==> config.mk <==
export PLATFORM = sky130hd
export DESIGN_NAME = sck_alu
export DESIGN_NICKNAME = d
export VERILOG_FILES = /design/src/rtl/sck_alu_pkg.sv /design/src/rtl/sck_alu_comb.sv /design/src/rtl/sck_alu.sv
export SDC_FILE = /design/constraint.sdc
export NUM_CORES = 1
export LEC_CHECK = 0
export ABC_AREA = 0
export BUFFER_PORTS_ARGS = -buffer_cell sky130_fd_sc_hd__buf_4
export CAP_MARGIN = 20
export CORE_ASPECT_RATIO = 1.25
export CORE_MARGIN = 4
export CORE_UTILIZATION = 53
export CTS_CLUSTER_DIAMETER = 40
export DETAILED_ROUTE_END_ITERATION = 8
export GPL_TIMING_DRIVEN = 0
export PLACE_DENSITY_LB_ADDON = 0.05
export SLEW_MARGIN = 20
export SYNTH_ARGS = -nofsm -noshare
export SYNTH_HDL_FRONTEND = slang
export SYNTH_SLANG_ARGS = --single-unit
==> constraint.sdc <==
create_clock -name i_clk -period 2.94 [get_ports i_clk]
set_input_delay 0.294 -clock i_clk [delete_from_list [all_inputs] [get_ports i_clk]]
set_output_delay 0.294 -clock i_clk [all_outputs]
set_load 0.1 [all_outputs]
==> src/rtl/sck_alu_pkg.sv <==
// Shared types and constants for the sck_alu datapath ALU.
// Operation encodings and flag bit positions used by the RTL and the bench.
package sck_alu_pkg;

  localparam int WIDTH = 6;

  typedef enum logic [1:0] {
    OP_ADD = 2'd0,
    OP_SUB = 2'd1,
    OP_AND = 2'd2,
    OP_OR  = 2'd3
  } alu_op_t;

  localparam int FLAG_Z = 0;
  localparam int FLAG_N = 1;
  localparam int FLAG_C = 2;
  localparam int FLAG_V = 3;

endpackage

==> src/rtl/sck_alu_comb.sv <==
// Combinational core of sck_alu: operand-B select, operation decode,
// result and Z/N/C/V flag generation.
module sck_alu_comb #(
  parameter int WIDTH = sck_alu_pkg::WIDTH
) (
  input  logic [WIDTH-1:0] arg0,
  input  logic [WIDTH-1:0] arg1,
  input  logic [1:0]       oper,
  input  logic             imm,
  input  logic [WIDTH-1:0] data,
  output logic [WIDTH-1:0] result,
  output logic [3:0]       flag
);
  import sck_alu_pkg::*;

  logic [WIDTH-1:0] op_b;
  logic [WIDTH:0]   sum;
  logic [WIDTH:0]   diff;
  logic             carry;
  logic             ovf;

  assign op_b = imm ? data : arg1;

  // Extra top bit is the carry-out for ADD and the borrow for SUB.
  assign sum  = {1'b0, arg0} + {1'b0, op_b};
  assign diff = {1'b0, arg0} - {1'b0, op_b};

  // NOTE: every output of a combinational block gets a default first, so no path leaves it unassigned and infers a latch.
  always_comb begin
    result = '0;
    carry  = 1'b0;
    ovf    = 1'b0;
    case (alu_op_t'(oper))
      OP_ADD: begin
        result = sum[WIDTH-1:0];
        carry  = sum[WIDTH];
        ovf    = (arg0[WIDTH-1] == op_b[WIDTH-1]) &&
                 (sum[WIDTH-1] != arg0[WIDTH-1]);
      end
      OP_SUB: begin
        result = diff[WIDTH-1:0];
        carry  = diff[WIDTH];
        ovf    = (arg0[WIDTH-1] != op_b[WIDTH-1]) &&
                 (diff[WIDTH-1] != arg0[WIDTH-1]);
      end
      OP_AND: result = arg0 & op_b;
      OP_OR:  result = arg0 | op_b;
      default: result = '0;
    endcase
  end

  always_comb begin
    flag         = 4'b0000;
    flag[FLAG_Z] = (result == '0);
    flag[FLAG_N] = result[WIDTH-1];
    flag[FLAG_C] = carry;
    flag[FLAG_V] = ovf;
  end

endmodule

==> src/rtl/sck_alu.sv <==
// Registered signed ALU: the combinational core feeds a result/flag register
// with synchronous active-high reset and one cycle of latency.
module sck_alu #(
  parameter int WIDTH = sck_alu_pkg::WIDTH
) (
  input  logic             i_clk,
  input  logic             i_rst,
  input  logic [WIDTH-1:0] i_arg0,
  input  logic [WIDTH-1:0] i_arg1,
  input  logic [1:0]       i_oper,
  input  logic             i_imm,
  input  logic [WIDTH-1:0] i_data,
  output logic [WIDTH-1:0] o_result,
  output logic [3:0]       o_flag
);

  logic [WIDTH-1:0] result_d;
  logic [3:0]       flag_d;

  sck_alu_comb #(.WIDTH(WIDTH)) u_comb (
    .arg0   (i_arg0),
    .arg1   (i_arg1),
    .oper   (i_oper),
    .imm    (i_imm),
    .data   (i_data),
    .result (result_d),
    .flag   (flag_d)
  );

  // NOTE: registers use non-blocking assignments so every flop samples the pre-edge values.
  always_ff @(posedge i_clk) begin
    if (i_rst) begin
      o_result <= '0;
      o_flag   <= 4'b0000;
    end else begin
      o_result <= result_d;
      o_flag   <= flag_d;
    end
  end

endmodule

# Yosys cells after proc, flatten, opt, wreduce, memory -nomap -nowiden
# Index checks and enable logic that the tools add are counted.
# totals
ff_bits,10
latch_bits,0
mem_bits_rw,0
mem_bits_ro,0
word_cells,21
memories,0
# classes
addsub,2
multipliers,0
n_div,0
n_lt_le_gt_ge,0
n_eq_ne,7
shift,0
mux,4
n_bitwise,2
n_reduce_logical,4
# ops
cell,count
$pmux 6 s4,1
$add 6x6->7,1
$sub 6x6->7,1
$and 6x6->6,1
$logic_not 6->1,1
$mux 6,1
$or 6x6->6,1
$eq 2x2->1 const B,2
$pmux 1 s2,2
$ne 1x1->1,3
$eq 2x1->1 const B,1
$logic_and 1x1->1,2
$logic_not 2->1,1
$eq 1x1->1,1

# Depth between registers and ports, before layout
# logic_depth
ltp_word,5
ltp_mapped,11
ltp_nobuf,10

# Cells and area by module
# From an unflattened synthesis, not the netlist that was laid out.
# hier_totals
cells_unflattened,137
area_unflattened_um2,1171.1
# by_module_without_submodules
module,n_inst,cells_per_inst,area_each_um2
sck_alu_comb,1,117,908.4
sck_alu,1,20,262.8

# Worst setup path after synthesis
# OpenSTA, ideal clock, no wires.
# synth_timing
kind,input to register
start,input port i_imm
end,register o_flag[0]
setup_time_ns,0.087
arrival_ns,2.506
path_slack_ns,0.347
path_stages,9
n_path_buf,1
cell_sequence,clkbuf_1 -> mux2i_1 -> inv_1 -> ha_1 -> a21o_1 -> a211o_1 -> o31a_1 -> o311a_1 -> nor4b_4
# synth_via
elab_chain_len,4
# synth_lines
element,line_no,source
"start, declared",sck_alu.sv:11,"input logic i_imm,"
$mux 6 *,sck_alu_comb.sv:22,assign op_b = imm ? data : arg1;
"$sub 6x6->7, or another cell as far along",sck_alu_comb.sv:26,"assign diff = {1'b0, arg0} - {1'b0, op_b};"
$pmux 6 s4 *,sck_alu_comb.sv:33,case (alu_op_t'(oper))
$logic_not 6->1 *,sck_alu_comb.sv:54,flag[FLAG_Z] = (result == '0);
"end signal, assigned",sck_alu.sv:37,o_flag <= flag_d;
"end, declared",sck_alu.sv:14,output logic [3:0] o_flag
# Mark *: on every way between the ends. The rest lies on a longest branch, timed or not.
# A chain may end at the register's enable or synchronous reset.

# Worst setup path after layout
# Ends and elaborated chain as after synthesis.

==> run metrics <==
status=finished, final reports clean; Core Box Area=2258 µm²; Fillers=205; area post-placement=roughly 1500 µm²; drt first pass iters=4; synth warn=0; Post-DRT Antenna Nets=0; fin. max-slew vios=0; final instance area=1569 µm²; Port Buffers=29; clock input transition at the sequential cells of the worst setup and hold paths=around 50 ps; Syn Std Cell Area=1282 µm²; clock sinks=9; full die area=approximately 3300 µm²; Critical Path RT=3110 ps; Yosys cell types=45; syn_nets=roughly 210; Yosys reg bits=9; CP Capture Type=register; layout cells sized above 1=22.92%; die height=63.00 µm; Wirelength per Cell=between 10 and 15 µm; final core utilization=a little over two thirds; Final Cycle Share=94.40%; highest clock rate=360.3 MHz; syn_area_per_cell=between 8 and 9 µm²; total track usage=around 19%; largest cells by area after synthesis=ha_1 21%, dfxtp_1 14%, mux2i_1 6.2%, inv_1 5.9%, nor2b_1 3.9%; Crit. Startpoint=i_imm; RSZ-0062 raised after global routing=false; clock root buffer master=clkbuf_4; Antenna Diode Count=0; pre-CTS worst setup slack=-118.2 ps; Flop pwr share=24.2%; Critical Path Sink=o_flag[0]; Int Pwr=roughly 0.30 mW; Tmin final=2775 ps; placer congestion estimate=0.8987; num rows=19; worst slew pin tran=530.7 ps; Cells after Synth=159; number of H-tree levels=1; # Post-CTS Setup Buffers=0; Max Root-Sink Buffers=2; Initial Util=56.79%; Num CTS Buffers=3; DP HPWL=between 2 and 2.5 mm; Die X=52.00 µm; peak fanout along the critical path=8; Fin. Hold Viols=0; Crit path arrival time=2940 ps; Final WS setup=around 160 ps; grt ovf=0; combinational power share=around three fifths; CTS tree=yes; Slew headroom=64.62%; most common cell after layout, fill and taps aside=buf_4; drt initial violations=39; largest net degree at the start of global routing=11; Worst VDD drop=0.0002741 V; detail-routed via count per cell=5.435; via count=1212; startpoint types=input pin; antenna violations before repair=0; Hold Crit Class=in2reg; Final setup viols=0; area leader, netlist=ha_1; PostCTS Resize Cnt=0; sw frac=46.21%; vias in the first global route=between 1000 and 1500; Layout Nets=240; crit path kind=in2reg; Seq/Total Area, Yosys=14.05%; most frequent cells in the layout=30 x buf_4, 22 x ha_1, 20 x inv_1; Max-Cap Viols=0; final WL=2.903 mm; Post-CTS Hold Fix Bufs=0; fraction of post-synthesis cell area in the top cell type by area=21.46%; share of total power in the clock network=15.5%; Residual DRC=0; Ports=33; Leak Pwr=0.7890 nW; sw power=0.2602 mW; first-pass GRT wire length=5.023 mm; Pwr Density=358.9 nW/µm²; Syn-to-layout area delta=22.34%
[power groups by stage]
stage | Clock [mW] | Combinational, mW | Sequential (mW)
6_report | 0.0874 | 0.339 | 0.136
5_1_grt | 0.0979 | 0.368 | 0.138
4_1_cts | 0.0909 | 0.337 | 0.137
3_5_place_dp | 0 | 0.335 | 0.139
3_3_place_gp | 0 | 0.328 | 0.139
2_1_floorplan | 0 | 0.172 | 0.221
[worst min path at each step]
stage          startpoint     endpoint  cells after the start
5_1_grt             i_rst  o_result[3]                      2
6_report            i_rst  o_result[2]                      2
2_1_floorplan   i_arg0[5]    o_flag[3]                      3
4_1_cts             i_rst  o_result[2]                      2
3_5_place_dp        i_rst  o_result[3]                      2
3_3_place_gp        i_rst  o_result[3]                      2
[final cells by class]
type	count	area (µm²)	share of cell area [%]
Multi-Input combinational cell	122	994.7	63.40
Timing Repair Buffer	29	217.7	13.88
Sequential cell	9	180.2	11.48
Inverter	20	75.07	4.785
Tap cell	31	38.79	2.472
Buffer	8	36.28	2.313
Clock buffer	4	26.28	1.675
[cells by family (layout without fill, tap and decap cells)]
logic type | Yosys count | in the layout | share of synthesized area, %
AO/OA/AOI/OAI | 33 | 33 | 18.34
XOR/XNOR | 1 | 1 | 0.6831
adder cells (fa/ha/maj) | 24 | 24 | 24.59
buffers and inverters | 28 | 61 | 8.683
flip-flops | 9 | 9 | 14.05
multiplexers | 10 | 10 | 8.000
AND/OR/NAND/NOR | 54 | 54 | 25.66
[state kept, by name (all words and copies together), names as in the netlist]
signal	cells
o_result	5
o_flag	4
[synthesized netlist by cell type]
cell / instances
clkbuf_1: 5
o41a_1: 1
nor3b_2: 1
xnor2_1: 1
o221ai_1: 1
o311a_1: 1
o21ai_0: 5
and2_1: 1
nor4bb_1: 1
nand2b_1: 1
o22ai_1: 2
nor3b_1: 2
nor2_1: 12
nand2_1: 5
nand3b_1: 1
o31a_1: 1
nor4_1: 1
and3b_1: 2
a211oi_1: 3
or2_1: 1
a21o_1: 3
or3_1: 2
mux2i_1: 8
o31ai_1: 3
and3_1: 2
buf_4: 1
a21oi_1: 6
nand3_1: 3
nor4b_1: 1
and2_4: 1
o211ai_1: 4
a221oi_2: 1
nor2b_1: 8
mux2_2: 2
nor4b_4: 1
nand4_1: 1
nor3_1: 5
buf_2: 2
and2_2: 2
a211o_1: 1
dfxtp_1: 9
ha_1: 22
o21a_1: 1
inv_1: 20
fa_1: 2
[worst max-delay path: stages]
cell and delay (ps):
clkbuf_1 400, mux2i_1 400, ha_1 370, nor3b_2 200
nor3_1 350, mux2_2 380, nor3_1 290, nor4b_4 240
[metrics by stage]
step / setup TNS (ps) / std cells / hold slack [ps] / power [mW]
after floorplan: 0 / 159 / 547.5 / 0.3933
after global placement: -77.17 / 219 / 658.9 / 0.4665
after detailed placement: -164.4 / 219 / 668.2 / 0.4741
after global routing: 0 / 223 / 460.8 / 0.6030
final: 0 / 223 / 420.5 / 0.5631
after CTS: 0 / 223 / 406.5 / 0.5640
[layer usage]
metal	routed length [µm]	vias to the layer above	track usage, %
li1	-	618	-
met1	1258	552	25.54
met2	1444	34	30.97
met3	134	8	0.7160
met4	65	0	10.16
met5	0	-	0
Note: power is estimated with default switching activity, not from simulation.
